==> src/rtl/axi_soc_sram_bridge.sv <==
// axi_soc_sram_bridge: AXI4 slave to single-port SRAM bridge; define AXI_SOC_SRAM_BRIDGE_RANGE_ERR_EN for SLVERR on out-of-range accesses
package ariane_axi_soc;
  localparam int unsigned AddrWidth = 64;
  localparam int unsigned DataWidth = 64;
  localparam int unsigned IdWidth = 4;
  localparam int unsigned UserWidth = 1;
  localparam int unsigned StrbWidth = DataWidth / 8;
  typedef logic [IdWidth-1:0] id_t;
  typedef logic [AddrWidth-1:0] addr_t;
  typedef logic [DataWidth-1:0] data_t;
  typedef logic [StrbWidth-1:0] strb_t;
  typedef logic [UserWidth-1:0] user_t;
  typedef struct packed {
    id_t         id;
    addr_t       addr;
    logic [7:0]  len;
    logic [2:0]  size;
    logic [1:0]  burst;
    logic        lock;
    logic [3:0]  cache;
    logic [2:0]  prot;
    logic [3:0]  qos;
    logic [3:0]  region;
    logic [5:0]  atop;
    user_t       user;
  } aw_chan_t;
  typedef struct packed {
    data_t data;
    strb_t strb;
    logic  last;
    user_t user;
  } w_chan_t;
  typedef struct packed {
    id_t        id;
    logic [1:0] resp;
    user_t      user;
  } b_chan_t;
  typedef struct packed {
    id_t        id;
    addr_t      addr;
    logic [7:0] len;
    logic [2:0] size;
    logic [1:0] burst;
    logic       lock;
    logic [3:0] cache;
    logic [2:0] prot;
    logic [3:0] qos;
    logic [3:0] region;
    user_t      user;
  } ar_chan_t;
  typedef struct packed {
    id_t        id;
    data_t      data;
    logic [1:0] resp;
    logic       last;
    user_t      user;
  } r_chan_t;
  typedef struct packed {
    aw_chan_t aw;
    logic     aw_valid;
    w_chan_t  w;
    logic     w_valid;
    logic     b_ready;
    ar_chan_t ar;
    logic     ar_valid;
    logic     r_ready;
  } req_t;
  typedef struct packed {
    logic    aw_ready;
    logic    ar_ready;
    logic    w_ready;
    logic    b_valid;
    b_chan_t b;
    logic    r_valid;
    r_chan_t r;
  } resp_t;
endpackage

module axi_soc_sram_bridge #(
  parameter int unsigned NumWords      = 1024,
  parameter int unsigned DataWidth     = 64,
  parameter int unsigned AddrWidth     = 64,
  parameter bit          ArbWriteFirst = 1'b1
) (
  input  logic                        clk_i,
  input  logic                        rst_ni,
  input  ariane_axi_soc::req_t        axi_req_i,
  output ariane_axi_soc::resp_t       axi_resp_o,
  output logic                        mem_req_o,
  output logic                        mem_we_o,
  output logic [$clog2(NumWords)-1:0] mem_addr_o,
  output logic [DataWidth-1:0]        mem_wdata_o,
  output logic [DataWidth/8-1:0]      mem_be_o,
  input  logic [DataWidth-1:0]        mem_rdata_i
);
  localparam int unsigned MemAw    = $clog2(NumWords);
  localparam int unsigned ByteBits = $clog2(DataWidth / 8);

  typedef enum logic [2:0] {IDLE, WR_DATA, WR_RESP, RD_REQ, RD_DATA} state_t;

  state_t                r_state, w_next;
  logic                  r_prio;
  ariane_axi_soc::id_t   r_id;
  logic [AddrWidth-1:0]  r_addr;
  logic [7:0]            r_len;
  logic [7:0]            r_beat;
  logic [2:0]            r_size;
  logic [1:0]            r_burst;
  logic                  r_err;
  logic                  r_hold;
  logic [DataWidth-1:0]  r_rdata;
  logic                  w_sel_w, w_aw_hs, w_ar_hs, w_w_hs, w_r_hs, w_last, w_start_err;
  logic [AddrWidth-1:0]  w_next_addr;
  logic                  w_unused;

  // Next beat address for FIXED / INCR / WRAP; the reserved encoding behaves as INCR
  function automatic logic [AddrWidth-1:0] f_next(input logic [AddrWidth-1:0] a, input logic [2:0] sz,
                                                  input logic [7:0] len, input logic [1:0] bt);
    logic [AddrWidth-1:0] step, mask;
    step = AddrWidth'(1) << sz;
    mask = ((AddrWidth'(len) + AddrWidth'(1)) << sz) - AddrWidth'(1);
    return bt == 2'b00 ? a : bt == 2'b10 ? ((a & ~mask) | ((a + step) & mask)) : a + step;
  endfunction

  assign w_unused    = ^axi_req_i;
  assign w_sel_w     = axi_req_i.aw_valid && (!axi_req_i.ar_valid || r_prio);
  assign w_aw_hs     = r_state == IDLE && w_sel_w;
  assign w_ar_hs     = r_state == IDLE && axi_req_i.ar_valid && !w_sel_w;
  assign w_w_hs      = r_state == WR_DATA && axi_req_i.w_valid;
  assign w_r_hs      = r_state == RD_DATA && axi_req_i.r_ready;
  assign w_last      = r_beat == r_len;
  assign w_next_addr = f_next(r_addr, r_size, r_len, r_burst);

`ifdef AXI_SOC_SRAM_BRIDGE_RANGE_ERR_EN
  localparam int unsigned RangeBits = MemAw + ByteBits;
  logic [AddrWidth-1:0] w_start_addr;
  assign w_start_addr = w_sel_w ? axi_req_i.aw.addr : axi_req_i.ar.addr;
  assign w_start_err  = |(w_start_addr >> RangeBits);
`else
  assign w_start_err = 1'b0;
`endif

  // State register, transaction context, arbitration priority and read-data capture
  always_ff @(posedge clk_i or negedge rst_ni) begin
    if (!rst_ni) begin
      r_state <= IDLE;
      r_prio  <= ArbWriteFirst;
      r_id    <= '0;
      r_addr  <= '0;
      r_len   <= '0;
      r_beat  <= '0;
      r_size  <= '0;
      r_burst <= '0;
      r_err   <= 1'b0;
      r_hold  <= 1'b0;
      r_rdata <= '0;
    end else begin
      r_state <= w_next;
      if (w_aw_hs || w_ar_hs) begin
        r_id    <= w_aw_hs ? axi_req_i.aw.id : axi_req_i.ar.id;
        r_addr  <= w_aw_hs ? axi_req_i.aw.addr : axi_req_i.ar.addr;
        r_len   <= w_aw_hs ? axi_req_i.aw.len : axi_req_i.ar.len;
        r_size  <= w_aw_hs ? axi_req_i.aw.size : axi_req_i.ar.size;
        r_burst <= w_aw_hs ? axi_req_i.aw.burst : axi_req_i.ar.burst;
        r_beat  <= '0;
        r_err   <= w_start_err;
      end
      if (r_state == IDLE && axi_req_i.aw_valid && axi_req_i.ar_valid) r_prio <= !r_prio;
      if (w_w_hs || w_r_hs) begin
        r_addr <= w_next_addr;
        r_beat <= r_beat + 8'd1;
      end
      r_hold <= r_state == RD_DATA && !w_r_hs;
      if (r_state == RD_DATA && !r_hold) r_rdata <= mem_rdata_i;
    end
  end

  // Next-state logic, AXI handshakes/responses and SRAM strobes
  always_comb begin
    axi_resp_o  = '0;
    mem_req_o   = 1'b0;
    mem_we_o    = 1'b0;
    mem_addr_o  = '0;
    mem_wdata_o = '0;
    mem_be_o    = '0;
    w_next      = r_state;
    case (r_state)
      IDLE: begin
        axi_resp_o.aw_ready = w_sel_w;
        axi_resp_o.ar_ready = axi_req_i.ar_valid && !w_sel_w;
        w_next = w_aw_hs ? WR_DATA : w_ar_hs ? (w_start_err ? RD_DATA : RD_REQ) : IDLE;
      end
      WR_DATA: begin
        axi_resp_o.w_ready = 1'b1;
        if (axi_req_i.w_valid) begin
          mem_req_o   = !r_err;
          mem_we_o    = !r_err;
          mem_addr_o  = r_addr[ByteBits +: MemAw];
          mem_wdata_o = axi_req_i.w.data;
          mem_be_o    = axi_req_i.w.strb;
          w_next      = axi_req_i.w.last ? WR_RESP : WR_DATA;
        end
      end
      WR_RESP: begin
        axi_resp_o.b_valid = 1'b1;
        axi_resp_o.b.id    = r_id;
        axi_resp_o.b.resp  = r_err ? 2'b10 : 2'b00;
        w_next = axi_req_i.b_ready ? IDLE : WR_RESP;
      end
      RD_REQ: begin
        mem_req_o  = 1'b1;
        mem_addr_o = r_addr[ByteBits +: MemAw];
        w_next     = RD_DATA;
      end
      RD_DATA: begin
        axi_resp_o.r_valid = 1'b1;
        axi_resp_o.r.id    = r_id;
        axi_resp_o.r.data  = r_err ? '0 : r_hold ? r_rdata : mem_rdata_i;
        axi_resp_o.r.resp  = r_err ? 2'b10 : 2'b00;
        axi_resp_o.r.last  = w_last;
        w_next = !axi_req_i.r_ready ? RD_DATA : w_last ? IDLE : r_err ? RD_DATA : RD_REQ;
      end
      default: w_next = IDLE;
    endcase
  end
endmodule

==> config.mk <==
export PLATFORM = sky130hd
export DESIGN_NAME = axi_soc_sram_bridge
export DESIGN_NICKNAME = d
export VERILOG_FILES = /design/src/rtl/axi_soc_sram_bridge.sv
export SDC_FILE = /design/constraint.sdc
export NUM_CORES = 1
export LEC_CHECK = 0
export BUFFER_PORTS_ARGS = -buffer_cell sky130_fd_sc_hd__buf_2
export CORE_AREA = 2 2 198 200
export DETAILED_ROUTE_END_ITERATION = 10
export DIE_AREA = 0 0 200 202
export SLEW_MARGIN = 20
export SYNTH_ARGS = -nofsm -noshare
export SYNTH_HDL_FRONTEND = slang
export SYNTH_SLANG_ARGS = --single-unit
==> constraint.sdc <==
create_clock -name clk_i -period 3.7 [get_ports clk_i]
set_input_delay 0.555 -clock clk_i [delete_from_list [all_inputs] [get_ports clk_i]]
set_output_delay 0.555 -clock clk_i [all_outputs]
set_load 0.05 [all_outputs]
==> flow_summary_export.csv, run 1 <==
group,metric,value,unit
outcome,outcome,"finished, final reports clean",
floorplanning,pin_count,515,
yosys,ys_types,67,
clock_tree,hold_buffers,0,
setup_path,critical_path_class,"register to register",
sta,fin_crit,3.40,ns
setup_path,end_kind,"register",
placed_design,dp.cells,1719,
final_layout,fillCellCount,4124,
yosys,yosys.cell_count.top_type,"nor2_1",
yosys,synthTopCellsByCount,"107 x nor2_1, 106 x dfrtp_1, 86 x mux2i_1",
clock_tree,clkTransAtPathRegs,0.08,ns
sta,skew,0.00889,ns
setup_path,rr_worst_depth,9,
drt,avgRoutedWirePerCell,18.2,um
final_layout,diodes,0,
clock_tree,cts_made_buffers,9,
final_layout,syn2layout_area_growth,35.4,%
yosys,syn-cell-area,7730,um2
clock_tree,cts-resized-gates,0,
worst_hold_path,hp-class,"input port to async pin",
clock_tree,post_cts.repair.setup_buffers,0,
drt,detail-route-antenna-nets,0,
yosys,synth.area.top_cells,"dfrtp_1 34%, mux2i_1 11%, mux2_2 9.9%",
global_routing,overflow,0,
placed_design,dp_hpwl,25400,um
final_layout,drive_gt1_share,40.5,%
placed_design,gp_congestion,0.872,
clock_tree,ctsRootBufferMaster,"clkbuf_16",
sta,worst_slack,0.296,ns
yosys,syn_area_per_cell,8.81,um2
floorplanning,die_y,202,um
setup_path,cp-start-kind,"register",
sta,finalCritPeriodShare,92.0,%
placed_design,place_worst_setup_slack,0.332,ns
setup_path,arrival,3.67,ns
sta,grt_setup_unrepaired,"false",
sta,tightest_slew,0.952,ns
yosys,synth_top_area_share,34.3,%
yosys,synth_flop_cell,"dfrtp_1",
yosys,seq_area_frac_synth,34.6,%
power_and_ir_drop,peakVddDrop,0.000378,V
clock_tree,htree_num_levels,3,
drt,drc,0,
sta,hold_viol_final,0,
sta,relSlewSlack,36.5,%
global_routing,grt_usage,15.1,%
final_layout,nets,1572,
yosys,syn-instance-count,878,
setup_path,cpPeakStageDelay,0.60,ns
setup_path,crit_path_start,"r_size[0]",
yosys,ys_ff_latch,107,
yosys,yosysWarnings,0,
sta,fmax,294,MHz
power_and_ir_drop,p_leak,5.21,nW
yosys,synth_edf_count,0,
sta,slew_viol_final,0,
floorplanning,num_rows,72,
setup_path,rrSetupSlack,0.30,ns
drt,routed_wl,31500,um
clock_tree,clkSinkCount,107,
clock_tree,cts_tree,"done",
flow_run,drv_cap,0,
sta,setup_viol,0,
drt,avgViaCountPerCell,4.58,
global_routing,antenna_found_initial,0,
placed_design,port_buffers,365,
yosys,async_reset_ff_share,100,%
drt,dr.first_iter.drc_count,346,
final_layout,seqCellArea,2680,um2
drt,drtPass1Iterations,5,
floorplanning,die-area,40400,um2
sta,holdWs,0.285,ns
global_routing,grt_pass1_wl,45600,um
clock_tree,cts_buffer_depth,2,
setup_path,crit_fanout,14,
global_routing,grt_pass1_vias,7615,
floorplanning,dieWidth,200,um
setup_path,path_cells,"mux2_2, o21ai_0, nor2_1, a221o_1, or2_0, or3_4, xor2_1, o21ai_0, mux2_2",
global_routing,grt_max_degree,76,
setup_path,timing.rr.start,"r_size[0]",
yosys,synth_top_cell_by_area,"dfrtp_1",
clock_tree,clk_latency,0.38,ns
final_layout,multi_input_comb_area,4720,um2
floorplanning,start_util,20.2,%
drt,vias,7958,
power_and_ir_drop,power_density,835,nW/um2
setup_path,cpMaxStageDelayCell,"dfrtp_1",
final_layout,fin_cells,1736,
setup_path,cp.required,3.96,ns
floorplanning,core_area,38300,um2
sta,setup_tns,0,ns
==> worst max-delay path: cells and delay by family, from the launching register on <==
family	cells	cell delay [ns]
flops	1	0.60
mux	2	0.74
xor+xnor	1	0.17
compound gates	3	0.95
simple gates	3	0.82
==> worst max path at each step <==
stage	end	slack [ns]	cells past startpoint
detailed placement	register	0.33	9
floorplan	register	0.16	15
finish	register	0.30	9
global route	register	0.06	10
CTS	register	0.32	9
global placement	register	0.39	9
==> final cells by class <==
type | count | area share (%)
Clock buffer | 10 | 2.19
Clock inverter | 6 | 0.538
Inverter | 12 | 0.430
Multi-Input combinational cell | 690 | 45.1
Sequential cell | 107 | 25.6
Tap cell | 518 | 6.19
Timing Repair Buffer | 393 | 20.0
==> cells by family (layout without fill, tap and decap cells) <==
| group | Yosys count | in the layout | share of synthesized area [%] |
|---|---|---|---|
| buffers and inverters | 86 | 421 | 4.74 |
| other | 1 | 6 | 0.0485 |
| muxes | 154 | 154 | 21.0 |
| and+or+nand+nor | 351 | 351 | 22.6 |
| DFF | 107 | 107 | 34.6 |
| xor gates and xnor gates | 26 | 26 | 2.94 |
| adders and majority gates | 12 | 12 | 2.04 |
| AOI/OAI and AO/OA | 141 | 141 | 12.0 |
==> metrics by stage <==
stage / util [%] / cell area, um2 / total power, mW
2_1_floorplan: - / 7750 / 6.23
3_3_place_gp: 26.6 / 10200 / 7.67
3_5_place_dp: 26.6 / 10200 / 7.77
4_1_cts: 27.3 / 10500 / 8.78
5_1_grt: 27.3 / 10500 / 9.38
6_report: 27.3 / 10500 / 8.74
==> metal layers <==
| layer | vias to the layer above | GRT usage [%] | part of all wire [%] |
|---|---|---|---|
| met5 | - | 0 | 0 |
| met4 | 0 | 2.83 | 0.99 |
| met3 | 13 | 4.27 | 8.3 |
| met2 | 353 | 23.3 | 43 |
| met1 | 3792 | 21.1 | 48 |
| li1 | 3800 | - | - |
==> cells in the final DEF (no fill, tap or decap), types with 3 or more instances in the layout <==
master,netlist,layout
o211ai_1,3,3
a21oi_1,23,23
conb_1,1,6
dfrtp_1,106,105
ha_1,11,11
o22a_1,3,3
o22ai_1,5,5
or2_2,5,5
buf_2,5,364
a21o_1,6,6
a31oi_1,10,10
nor3b_1,4,3
o21ai_0,46,46
nand2_1,73,72
nor3_1,8,8
nand4b_1,3,3
mux2i_1,86,86
or3_1,4,4
clkbuf_16,0,9
nand4_1,8,8
xnor2_1,10,10
a211oi_1,5,5
nor2b_1,5,5
nand3_1,23,23
mux2_2,68,68
nor2_1,107,106
buf_12,0,4
o31ai_1,5,5
inv_1,11,11
buf_4,6,25
nor4_1,4,4
and3_1,78,78
o21bai_1,4,4
nand2b_1,3,3
a2111oi_0,4,4
xor2_1,16,16
a21boi_0,3,3
and2_1,18,18
a221oi_1,3,3
==> report_power, final <==
group | total, mW | switching, mW | internal, mW
clock | 0.974 | 0.502 | 0.472
sequential | 2.23 | 0.494 | 1.73
combinational | 5.54 | 3.53 | 2.01
No activity file was read; power rests on OpenSTA's default activity.
==> run 2: changes to the inputs <==
Settings changed: HOLD_SLACK_MARGIN set to 0.02, PLACE_DENSITY_LB_ADDON set to 0.08.
==> flow_summary_export.csv, run 2 (synthesized netlist as in run 1, its figures left out) <==
group,metric,value,unit
global_routing,grt_max_degree,108,
drt,drtPass1Iterations,5,
clock_tree,hold_buffers,0,
final_layout,fin_cells,1743,
floorplanning,die_y,202,um
setup_path,arrival,3.59,ns
global_routing,grt_pass1_wl,53800,um
clock_tree,ctsRootBufferMaster,"clkbuf_16",
global_routing,grt_pass1_vias,7534,
drt,dr.first_iter.drc_count,370,
floorplanning,dieWidth,200,um
drt,drc,0,
sta,finalCritPeriodShare,89.7,%
final_layout,final_common_cell,"buf_2",
sta,slew_viol_final,0,
power_and_ir_drop,power_density,855,nW/um2
global_routing,antenna_found_initial,8,
power_and_ir_drop,peakVddDrop,0.000292,V
power_and_ir_drop,p_clk_share,12.1,%
final_layout,final_cell_mix,"364 x buf_2, 106 x nor2_1, 105 x dfrtp_1",
drt,routed_wl,38200,um
clock_tree,clk_latency,0.38,ns
sta,fmax,301,MHz
clock_tree,cts-resized-gates,0,
clock_tree,post_cts.repair.setup_buffers,0,
power_and_ir_drop,p_int,4.31,mW
floorplanning,die-area,40400,um2
floorplanning,start_util,20.2,%
placed_design,dp.cells,1723,
final_layout,syn2layout_area_growth,36.0,%
drt,vias,7870,
sta,relSlewSlack,29.7,%
global_routing,grt_usage,18.4,%
placed_design,dp_hpwl,30400,um
sta,setup_viol,0,
clock_tree,cts_buffer_depth,2,
setup_path,crit_fanout,10,
power_and_ir_drop,seq_power_share,24.7,%
drt,avgViaCountPerCell,4.52,
global_routing,overflow,0,
placed_design,port_buffers,365,
power_and_ir_drop,total_power,8.99,mW
power_and_ir_drop,p_comb_share,63.2,%
sta,holdWs,0.240,ns
setup_path,cp.required,3.97,ns
outcome,outcome,"finished, final reports clean",
drt,detail-route-antenna-nets,0,
power_and_ir_drop,p_leak,5.24,nW
floorplanning,core_area,38300,um2
setup_path,cpMaxStageDelayCell,"dfrtp_1",
flow_run,drv_cap,0,
floorplanning,pin_count,515,
setup_path,end_kind,"register",
sta,tightest_slew,1.06,ns
power_and_ir_drop,switchingPower,4.68,mW
clock_tree,clkSinkCount,107,
drt,avgRoutedWirePerCell,21.9,um
placed_design,gp_congestion,0.833,
clock_tree,clkTransAtPathRegs,0.09,ns
setup_path,critical_path_class,"register to register",
power_and_ir_drop,swShare,52.1,%
floorplanning,num_rows,72,
final_layout,drive_gt1_share,40.7,%
setup_path,timing.rr.start,"r_len[2]",
sta,hold_viol_final,0,
final_layout,nets,1575,
setup_path,crit_path_start,"r_len[2]",
final_layout,fin_util,27.5,%
setup_path,path_cells,"nand3_1, xnor2_1, o221a_4, a221o_1, or2_0, or3_4, xor2_1, o21ai_0, mux2_2",
worst_hold_path,hp-class,"input port to async pin",
clock_tree,cts_made_buffers,9,
sta,fin_crit,3.32,ns
sta,setup_tns,0,ns
clock_tree,cts_tree,"done",
setup_path,cp-start-kind,"register",
sta,grt_setup_unrepaired,"false",
clock_tree,htree_num_levels,3,
sta,skew,0.0151,ns
setup_path,cpPeakStageDelay,0.61,ns
-- run 2: changes by cell type in the layout (fill, tap and decap cells not counted), sizes merged --
cell | before | now
clkinv | 3 | 4
clkinvlp | 1 | 0
clkbuf | 10 | 11
diode | 0 | 4
bufinv | 0 | 1
buf | 393 | 396
inv | 14 | 12
-- run 2: power by group through the flow --
stage,registers [mW],clock network [mW],logic (mW)
5_1_grt,2.30,1.17,6.19
3_3_place_gp,2.23,0,5.74
2_1_floorplan,2.00,0,4.23
6_report,2.22,1.08,5.68
3_5_place_dp,2.24,0,5.73
4_1_cts,2.22,1.14,5.75
-- run 2: final timing paths --
check / to / slack [ns] / cells past startpoint
max reg2reg: register / 0.38 / 9
min in group clk_i: r_len[6] / 0.37 / 3
min: r_rdata[46] / 0.24 / 2
min reg2reg: r_prio / 0.49 / 1
max: register / 0.38 / 9
max in group asynchronous: r_hold / 2.88 / 2
-- run 2: critical path, delay by kind of cell (launching register included) --
family          cells  cell delay [ns]
xor+xnor            2             0.38
compound gates      3             0.97
mux                 1             0.37
simple gates        3             0.87
flops               1             0.61
-- run 2: cell type report --
| class | instances | area, um2 |
|---|---|---|
| Sequential cell | 107 | 2680 |
| Tap cell | 518 | 648 |
| Clock inverter | 5 | 61.3 |
| Inverter | 12 | 45.0 |
| Fill cell | 4255 | 27800 |
| Timing Repair Buffer | 396 | 2100 |
| Multi-Input combinational cell | 690 | 4730 |
| Antenna cell | 4 | 10.0 |
| Clock buffer | 11 | 243 |
-- run 2: per-layer routing --
| metal | GRT usage (%) | share of wire [%] | vias up |
|---|---|---|---|
| met2 | 28.3 | 43 | 307 |
| met1 | 25.3 | 47 | 3721 |
| met3 | 5.77 | 8.6 | 27 |
| met5 | 0 | 0.19 | - |
| met4 | 3.49 | 0.84 | 12 |
| li1 | - | - | 3803 |
-- run 2: stage by stage --
step	worst slack [ns]	area (um2)
finish	0.383	10500
global route	0.0762	10500
CTS	0.383	10500
detailed placement	0.404	10200
global placement	0.379	10200
floorplan	0.164	7750
==> run 3: changes to the inputs <==
Settings changed: BUFFER_PORTS_ARGS -buffer_cell sky130_fd_sc_hd__buf_2 to -buffer_cell sky130_fd_sc_hd__clkbuf_2.
==> flow_summary_export.csv, run 3 (synthesized netlist as in run 1, its figures left out) <==
group,metric,value,unit
sta,tightest_slew,0.952,ns
final_layout,syn2layout_area_growth,36.1,%
drt,detail-route-antenna-nets,0,
sta,fmax,299,MHz
clock_tree,ctsRootBufferMaster,"clkbuf_16",
final_layout,drive_gt1_share,40.9,%
floorplanning,core_area,38300,um2
final_layout,final_cell_mix,"364 x clkbuf_2, 106 x nor2_1, 105 x dfrtp_1",
power_and_ir_drop,power_density,849,nW/um2
placed_design,gp_congestion,0.833,
placed_design,place_worst_setup_slack,0.425,ns
setup_path,rr_worst_depth,10,
setup_path,crit_fanout,5,
sta,holdWs,0.277,ns
power_and_ir_drop,peakVddDrop,0.000262,V
setup_path,cp.required,3.96,ns
setup_path,cpPeakStageDelay,0.39,ns
placed_design,dp_hpwl,30900,um
drt,drtPass1Iterations,5,
final_layout,final_common_cell,"clkbuf_2",
flow_run,drv_cap,0,
drt,avgRoutedWirePerCell,21.8,um
sta,hold_viol_final,0,
setup_path,timing.rr.start,"r_len[0]",
floorplanning,pin_count,515,
clock_tree,cts_tree,"done",
drt,drc,0,
sta,fin_crit,3.34,ns
floorplanning,die-area,40400,um2
clock_tree,clkSinkCount,107,
placed_design,dp.cells,1726,
final_layout,fin_cells,1743,
sta,slew_viol_final,0,
clock_tree,clkTransAtPathRegs,0.08,ns
floorplanning,die_y,202,um
global_routing,grt_pass1_wl,54200,um
clock_tree,htree_num_levels,3,
sta,finalCritPeriodShare,90.3,%
worst_hold_path,hp-class,"input port to async pin",
sta,skew,0.0157,ns
global_routing,grt_usage,18.5,%
drt,avgViaCountPerCell,4.51,
setup_path,arrival,3.60,ns
sta,relSlewSlack,36.5,%
setup_path,rrSetupSlack,0.36,ns
sta,worst_slack,0.360,ns
sta,setup_viol,0,
power_and_ir_drop,total_power,8.94,mW
clock_tree,clk_latency,0.38,ns
clock_tree,post_cts.repair.setup_buffers,0,
clock_tree,cts_buffer_depth,2,
global_routing,antenna_found_initial,5,
setup_path,path_cells,"ha_1, mux2_2, o21ai_0, nor2_1, a221o_1, or2_0, or3_4, xor2_1, o21ai_0, mux2_2",
sta,setup_tns,0,ns
sta,grt_setup_unrepaired,"false",
clock_tree,cts-resized-gates,0,
clock_tree,hold_buffers,0,
placed_design,port_buffers,365,
setup_path,cp-start-kind,"register",
power_and_ir_drop,p_leak,5.16,nW
outcome,outcome,"finished, final reports clean",
floorplanning,start_util,20.2,%
floorplanning,num_rows,72,
setup_path,critical_path_class,"register to register",
floorplanning,dieWidth,200,um
clock_tree,cts_made_buffers,9,
drt,dr.first_iter.drc_count,470,
setup_path,end_kind,"register",
global_routing,grt_max_degree,69,
drt,routed_wl,38000,um
setup_path,cpMaxStageDelayCell,"dfrtp_1",
final_layout,nets,1578,
drt,vias,7853,
global_routing,overflow,0,
global_routing,grt_pass1_vias,7705,
## run 3: cell count changes in the layout (fill, tap and decap cells not counted), sizes merged
| cell | before | now |
|---|---|---|
| inv | 12 | 14 |
| clkinv | 4 | 5 |
| bufinv | 1 | 0 |
| buf | 396 | 35 |
| clkbuf | 11 | 373 |
| diode | 4 | 1 |
## run 3: where the power goes
| group | internal (mW) | total (mW) | leakage (nW) | switching, mW |
|---|---|---|---|---|
| Combinational | 2.02 | 5.72 | 3.71 | 3.69 |
| Clock | 0.478 | 1.03 | 0.145 | 0.547 |
| Sequential | 1.73 | 2.19 | 1.30 | 0.462 |
| Total | 4.24 | 8.94 | 5.16 | 4.70 |
## run 3: critical path: cells and delay by family, from the launching register on
| kind | cells | cell delay [ns] |
|---|---|---|
| AO/OA/AOI/OAI | 3 | 0.95 |
| XOR/XNOR | 1 | 0.17 |
| adder cells (fa/ha/maj) | 1 | 0.27 |
| flip-flops | 1 | 0.39 |
| multiplexers | 2 | 0.65 |
| AND/OR/NAND/NOR | 3 | 0.80 |
## run 3: worst max path at each step
stage / endpoint / from
final: register / r_len[0]
after global routing: register / r_size[1]
after CTS: register / r_size[1]
after detailed placement: register / r_len[0]
after global placement: register / r_len[0]
after floorplan: register / r_size[2]
## run 3: area by class of cell
| class | count | area (um2) |
|---|---|---|
| clock buffer | 9 | 225 |
| antenna | 1 | 2.50 |
| fill | 4242 | 27800 |
| tap | 518 | 648 |
| sequential | 107 | 2680 |
| multi-input combinational | 690 | 4730 |
| inverter | 12 | 45.0 |
| clock inverter | 7 | 71.3 |
| timing repair buffer | 399 | 2120 |
## run 3: metal layers
metal / routed length [um] / part of all wire [%] / track usage, %
met1: 17400 / 46 / 24.6
met2: 16500 / 43 / 28.8
met3: 3780 / 10 / 7.28
met4: 247 / 0.65 / 3.15
met5: 50 / 0.13 / 0
## run 3: metrics by stage
step	cell area [um2]	util [%]
5_1_grt	10500	27.5
2_1_floorplan	7750	-
4_1_cts	10500	27.5
6_report	10500	27.5
3_3_place_gp	10200	26.7
3_5_place_dp	10200	26.7
